<file path="src/rtl/cdb_arbiter.sv">
// cdb_arbiter: round-robin arbiter for the common data bus.
// Grants up to NUM_CDB of NUM_REQ writeback requesters each cycle. The grant is
// combinational and doubles as the unit's advance signal. Granted packets are
// registered and broadcast on the CDB slots one cycle later.
// Optional feature macro: CDB_ARB_LDU_PRIO_EN gives the load unit (NUM_REQ-1)
// fixed top priority on slot 0, with round-robin over the remaining units.

package cdb_arbiter_pkg;

    typedef struct packed {
        logic        is_valid;
        logic [4:0]  rob_tag;
        logic [5:0]  dest_reg;
        logic [31:0] value;
    } writeback_packet_t;

    localparam int unsigned PKT_W = $bits(writeback_packet_t);

endpackage

module cdb_arbiter
    import cdb_arbiter_pkg::*;
#(
    parameter int unsigned NUM_REQ = 4,
    parameter int unsigned NUM_CDB = 2
) (
    input  logic                 clk,
    input  logic                 rst,
    input  logic                 flush,
    input  logic [PKT_W-1:0]     req_packet [NUM_REQ],
    output logic [NUM_REQ-1:0]   req_gnt,
    output logic [PKT_W-1:0]     cdb_packet [NUM_CDB]
);

`ifdef CDB_ARB_LDU_PRIO_EN
    localparam bit LDU_PRIO = 1'b1;
`else
    localparam bit LDU_PRIO = 1'b0;
`endif

    localparam int unsigned PTR_W   = (NUM_REQ > 1) ? $clog2(NUM_REQ) : 1;
    localparam int unsigned LDU_IDX = NUM_REQ - 1;
    // Number of indices that take part in round-robin rotation.
    localparam int unsigned RR_N    = LDU_PRIO ? (NUM_REQ - 1) : NUM_REQ;

    logic [PTR_W-1:0]   rr_ptr;
    logic [NUM_REQ-1:0] active;
    logic [NUM_REQ-1:0] gnt_raw;
    logic [NUM_CDB-1:0] slot_vld;
    logic [PTR_W-1:0]   slot_sel [NUM_CDB];
    logic               rr_any;
    logic [PTR_W-1:0]   rr_next;
    writeback_packet_t  nxt_pkt [NUM_CDB];

    // Extract the request bit of every unit result register.
    always_comb begin
        active = '0;
        for (int unsigned i = 0; i < NUM_REQ; i++) begin
            active[i] = req_packet[i][PKT_W-1];
        end
    end

    // Grant selection: optional load-unit slot, then circular scan from rr_ptr,
    // filling the lowest free slot with each granted index in scan order.
    always_comb begin
        logic [RR_N-1:0]   act_rr;
        logic [2*RR_N-1:0] rot;
        logic [PTR_W:0]    sum;
        logic [PTR_W:0]    nxt;
        logic [PTR_W-1:0]  idx;
        logic              placed;

        gnt_raw  = '0;
        slot_vld = '0;
        rr_any   = 1'b0;
        rr_next  = rr_ptr;
        sum      = '0;
        nxt      = '0;
        idx      = '0;
        placed   = 1'b0;
        for (int unsigned k = 0; k < NUM_CDB; k++) begin
            slot_sel[k] = '0;
        end

        if (LDU_PRIO && active[LDU_IDX]) begin
            gnt_raw[LDU_IDX] = 1'b1;
            slot_vld[0]      = 1'b1;
            slot_sel[0]      = PTR_W'(LDU_IDX);
        end

        // Rotating the request vector lets the scan use constant bit positions.
        act_rr = active[RR_N-1:0];
        rot    = {act_rr, act_rr} >> rr_ptr;

        for (int unsigned off = 0; off < RR_N; off++) begin
            sum = {1'b0, rr_ptr} + (PTR_W+1)'(off);
            if (sum >= (PTR_W+1)'(RR_N)) begin
                sum = sum - (PTR_W+1)'(RR_N);
            end
            idx = sum[PTR_W-1:0];
            if (rot[off] && !(&slot_vld)) begin
                gnt_raw[idx] = 1'b1;
                placed = 1'b0;
                for (int unsigned k = 0; k < NUM_CDB; k++) begin
                    if (!placed && !slot_vld[k]) begin
                        slot_vld[k] = 1'b1;
                        slot_sel[k] = idx;
                        placed      = 1'b1;
                    end
                end
                rr_any = 1'b1;
                nxt    = sum + (PTR_W+1)'(1);
                if (nxt >= (PTR_W+1)'(RR_N)) begin
                    rr_next = '0;
                end else begin
                    rr_next = nxt[PTR_W-1:0];
                end
            end
        end
    end

    // Grants are suppressed during reset and flush so no unit drops a packet.
    always_comb begin
        req_gnt = '0;
        if (rst && !flush) begin
            req_gnt = gnt_raw;
        end
    end

    // Build the next broadcast contents; unfilled or flushed slots are all-zero.
    always_comb begin
        for (int unsigned k = 0; k < NUM_CDB; k++) begin
            nxt_pkt[k] = '0;
            if (slot_vld[k] && !flush) begin
                nxt_pkt[k]          = writeback_packet_t'(req_packet[slot_sel[k]]);
                nxt_pkt[k].is_valid = 1'b1;
            end
        end
    end

    // Broadcast registers and round-robin pointer; pointer holds on flush or idle.
    always_ff @(posedge clk or negedge rst) begin
        if (!rst) begin
            rr_ptr <= '0;
            for (int unsigned k = 0; k < NUM_CDB; k++) begin
                cdb_packet[k] <= '0;
            end
        end else begin
            for (int unsigned k = 0; k < NUM_CDB; k++) begin
                cdb_packet[k] <= nxt_pkt[k];
            end
            if (!flush && rr_any) begin
                rr_ptr <= rr_next;
            end
        end
    end

    a_gnt_count: assert property (@(posedge clk) disable iff (!rst)
        $countones(req_gnt) <= NUM_CDB);

    a_gnt_only_active: assert property (@(posedge clk) disable iff (!rst)
        (req_gnt & ~active) == '0);

endmodule

</file>
<file path="config.mk">
export PLATFORM = sky130hd
export DESIGN_NAME = cdb_arbiter
export DESIGN_NICKNAME = d
export VERILOG_FILES = /design/src/rtl/cdb_arbiter.sv
export SDC_FILE = /design/constraint.sdc
export NUM_CORES = 1
export LEC_CHECK = 0
export BUFFER_PORTS_ARGS = -buffer_cell sky130_fd_sc_hd__buf_2
export CORE_ASPECT_RATIO = 1.25
export CORE_MARGIN = 2
export CORE_UTILIZATION = 48
export DETAILED_ROUTE_END_ITERATION = 10
export PLACE_DENSITY_LB_ADDON = 0.2
export SYNTH_ARGS = -nofsm -noshare
export SYNTH_HDL_FRONTEND = slang
export SYNTH_SLANG_ARGS = --single-unit
</file>
<file path="constraint.sdc">
create_clock -name clk -period 7.7 [get_ports clk]
set_input_delay 0.77 -clock clk [delete_from_list [all_inputs] [get_ports clk]]
set_output_delay 0.77 -clock clk [all_outputs]
set_load 0.03 [all_outputs]
</file>
# Word level (Yosys, flattened, before mapping)
# Index checks and enable logic that the tools add are counted.
totals:
  ff_bits: 90
classes:
  muxes: 63
  bitwise: 5
  reduce_logical: 29
  n_lt_le_gt_ge: 18
  n_shift: 1
  n_addsub: 11
ops:
  columns: ["op", "count"]
  rows:
  - ["$bmux 44 s2", 2]
  - ["$mux 43", 4]
  - ["$mux 44", 2]
  - ["$mux 2", 19]
  - ["$mux 4", 9]
  - ["$ge 3x3->1 const B", 9]
  - ["$mux 1", 19]
  - ["$logic_and 1x1->1", 14]
  - ["$add 3x1->3 const B", 4]
  - ["$lt 2x3->1 const B", 4]
  - ["$mux 3", 4]
  - ["$or 4x4->4", 3]
  - ["$logic_not 1->1", 10]
  - ["$sub 3x3->3 const B", 3]
  - ["$demux 1 s2", 4]
  - ["$ge 2x1->1 const B", 4]
  - ["$reduce_and 2->1", 4]
  - ["$shr 8x2->4", 1]
  - ["$add 2x2->3 const B", 2]
  - ["$not 2->3", 2]
  - ["$reduce_bool 4->1", 1]
  - ["$add 2x1->3 const B", 1]
  - ["$ge 2x3->1 const B", 1]
  - ["$sub 2x3->3 const B", 1]

# Logic depth before layout (Yosys ltp)
depth:
  ltp_word: 33
  mapped_depth: 14
  ltp_nobuf: 11

# Worst setup path before layout
# OpenSTA, ideal clock, no wires.
synth_path:
  path_type: "register to output"
  startpoint: "reg rr_ptr[0]"
  endpoint: "out req_gnt[0]"
  arrival_ns: 3.124
  n_path_buf: 2
  t_required_ns: 6.930
  slack_ns: 3.806
  stages_incl_launch_ff: 12
  path_cell_list: "dfrtp_1 buf_4 clkbuf_1 nor2_1 a21oi_1 ha_1 and2b_1 a22oi_4 a21oi_1 nor2_1 nand2_1 a21oi_1"
synth_via:
  elab_chain_cells: 17
synth_rtl:
  columns: ["element", "line", "text"]
  rows:
  - ["start: declaration", "46", "logic [PTR_W-1:0] rr_ptr;"]
  - ["start signal: assignment", "153", "rr_ptr <= rr_next;"]
  - ["parallel branches: the longest is 15 deep, another holds $add 2x1->3", null, null]
  - ["$mux 4 (*)", "101", "if (rot[off] && !(&slot_vld)) begin"]
  - ["$mux 4 (*)", "125", "if (rst && !flush) begin"]
  - ["end: declaration", "31", "output logic [NUM_REQ-1:0] req_gnt,"]
# Every way passes the cells marked *. The select of a mux whose other input is x is not followed.

==> impl_metrics.tcl <==
set metrics [dict create \
    outcome "completed" \
    track_usage_pct 33.4 \
    min_period_over_period_pct 70.5 \
    grt_pass1_wl_um 48600 \
    cp.arrival_ns 5.61 \
    cp-start-kind "flip-flop" \
    reg2reg_from "rr_ptr[1]" \
    syn_area_um2 8150 \
    endpoint_kind "flip-flop" \
    total_power_mw 5.34 \
    die_x_um 121 \
    cts_resized 0 \
    antenna_found_initial 7 \
    drv_cap 0 \
    tns_ns 0 \
    cts_htree_levels 3 \
    r2r-end "cdb_packet[22]" \
    nets 1376 \
    cts-root-buf "clkbuf_16" \
    drc 0 \
    port-buffer-count 270 \
    cp_cell_sequence "mux2_2, nor2_1, a21oi_1, ha_1, and2b_1, a22oi_4, mux2_4, a221oi_1, o21ai_4, buf_4, o22ai_1" \
    cts_buffers 9 \
    drtIter0Drc 1251 \
    worstPathBufferInverterCount 1 \
    critical-path-max-stage-delay_ns 0.91 \
    hpwl_um 18600 \
    whs_ns 0.379 \
    ys_seq_elements 90 \
    slew_headroom_pct 24.9 \
    crit_start "rr_ptr[1]" \
    synth_cells 1022 \
    slew_violations 0 \
    fin_area_um2 9710 \
    yosysWarningCount 0 \
    area_growth_pct 19.1 \
    core_um2 16700 \
    skew_ns 0.0113 \
    max_freq_mhz 184 \
    power_density_nw_per_um2 550 \
    cp.depth 11 \
    r2r_slack_ns 2.27 \
    syn_avg_cell_area_um2 7.97 \
    synth-edff-count 0 \
    row_count 53 \
    grt_overflow_total 0 \
    dr.pass1.iters 6 \
    clkSinkCount 90 \
    drive_above_1_share_pct 27.5 \
    p_leak_nw 4.65 \
    start_util_pct 48.8 \
    post_dp_cell_area_um2 9370 \
    finalSetupViolations 0 \
    dp_slack_ns 2.27 \
    yosysSeqAreaShare_pct 27.6 \
    ios 271 \
    cts_tree "yes" \
    critPathTopFamily "compound AO/OA/AOI/OAI gates" \
    via_per_inst 6.82 \
    crit_end "cdb_packet[22]" \
    clk_latency_ns 0.36 \
    hold_viol_final 0 \
    fin_util_pct 58.1 \
    hold_buffers 0 \
    placedCellCount 1392 \
    rsz0062_at_grt "no" \
    drt_wl_total_um 31500 \
    cp.required_ns 7.88 \
    cts_buffer_depth 2 \
    gp_congestion 0.862 \
    worstSetupPathType "flip-flop to flip-flop" \
    synth_nets 1215 \
    critPathMaxFanout 88 \
    tightest_slew_ns 1.13 \
    ant_nets 0 \
    die-area_um2 18000 \
    dieHeight_um 150 \
    crit_slowest_cell "mux2_4" \
    vias 9661 \
    rr_worst_depth 11 \
    grt_max_degree 94 \
    hp-class "input port to asynchronous set/reset pin" \
    synth.distinct_cells 47 \
    setup_slack_ns 2.27 \
    layoutNonFillerInstCount 1416 \
    wl_per_cell_um 22.3 \
    post_cts_buffers 0 \
    period_needed_ns 5.43 \
    synth-main-ff-cell "dfrtp_1" \
    peakVddDrop_v 0.000262 \
    grt_pass1_vias 8765 \
    async_reset_ff_share_pct 100 \
    clk_pin_slew_ns 0.07 \
]
==> routing by layer <==
layer | share of wire, % | GRT usage (%) | wire length [um] | up-vias
li1 | - | - | - | 4340
met1 | 40 | 46.2 | 12700 | 4631
met2 | 48 | 51.6 | 15100 | 620
met3 | 8.5 | 5.45 | 2700 | 70
met4 | 3.3 | 14.1 | 1060 | 0
met5 | 0 | 0 | 0 | -
==> where the power goes <==
part           switching [mW]  internal, mW  total (mW)
clock                   0.211         0.286       0.498
sequential             0.0820         0.644       0.726
combinational            2.71          1.41        4.12
total                    3.00          2.34        5.34
==> worst min-delay path by stage <==
stage | slack, ns | from | to
2_1_floorplan | 0.47 | rst | cdb_packet[0]
3_3_place_gp | 0.76 | rst | cdb_packet[63]
3_5_place_dp | 0.76 | rst | cdb_packet[63]
5_1_grt | 0.41 | rst | cdb_packet[70]
6_report | 0.38 | rst | cdb_packet[44]
4_1_cts | 0.39 | rst | cdb_packet[64]
==> state kept, by name, summed over array words and instances (netlist names) <==
register,cells
rr_ptr,2
cdb_packet,88
==> Yosys cell counts (all sizes together) (2+ instances only) <==
library cell  instances  area, um2
a21oi                 7       35.0
clkbuf               99        372
nand2b                2       12.5
inv                   5       18.8
a32o                  2       20.0
a311oi               86        753
buf                  35        225
or3b                  2       17.5
nor2                  8       30.0
o22ai                88        551
dfrtp                90       2250
ha                   14        175
a22oi                88        688
xor2                  2       17.5
nor3                 89        445
o21ai                93        465
nand3                86        430
mux2i                95        951
mux2                  9        109
a31oi                 2       12.5
a222oi                4       40.0
nand2                99        372
==> final cells by class <==
class | instances | area [um2]
inverters | 5 | 20.0
clock inverters | 6 | 90.1
repair buffers | 284 | 1460
well taps | 220 | 275
diodes | 8 | 20.0
clock buffers | 10 | 229
multi-input cells | 793 | 5360
flip-flops and latches | 90 | 2260
fillers | 1626 | 7010
==> cells by family after synthesis <==
logic type               after synthesis  synth area share [%]
AND/OR/NAND/NOR                      291                  16.5
buffers and inverters                139                  7.55
flip-flops                            90                  27.6
XOR/XNOR                               2                 0.215
adder cells (fa/ha/maj)               14                  2.15
multiplexers                         105                  13.3
AO/OA/AOI/OAI                        381                  32.7
==> layout by cell type, fill, tap and decap left out, types with 3 or more instances in the layout <==
master	netlist	routed
nand3_1	86	86
diode_2	0	8
dfrtp_1	90	89
clkbuf_16	0	9
nor3_1	89	89
a222oi_1	4	4
nor2_1	8	7
mux2_2	7	6
mux2_4	2	3
a21oi_1	7	7
o21ai_0	92	92
buf_2	21	269
mux2i_1	95	93
nand2_1	99	98
inv_1	4	4
a311oi_1	86	86
o22ai_1	88	87
ha_1	14	14
buf_4	8	15
a22oi_1	86	86
==> worst register-to-register path, stage by stage, from the launching register on <==
cell and delay (ns):
dfrtp_1 0.75, mux2_2 0.34, nor2_1 0.05, a21oi_1 0.57, ha_1 0.35, and2b_1 0.25
a22oi_4 0.34, mux2_4 0.91, a221oi_1 0.34, o21ai_4 0.88, buf_4 0.38, o22ai_1 0.11
(Power assumes the default switching activity.)
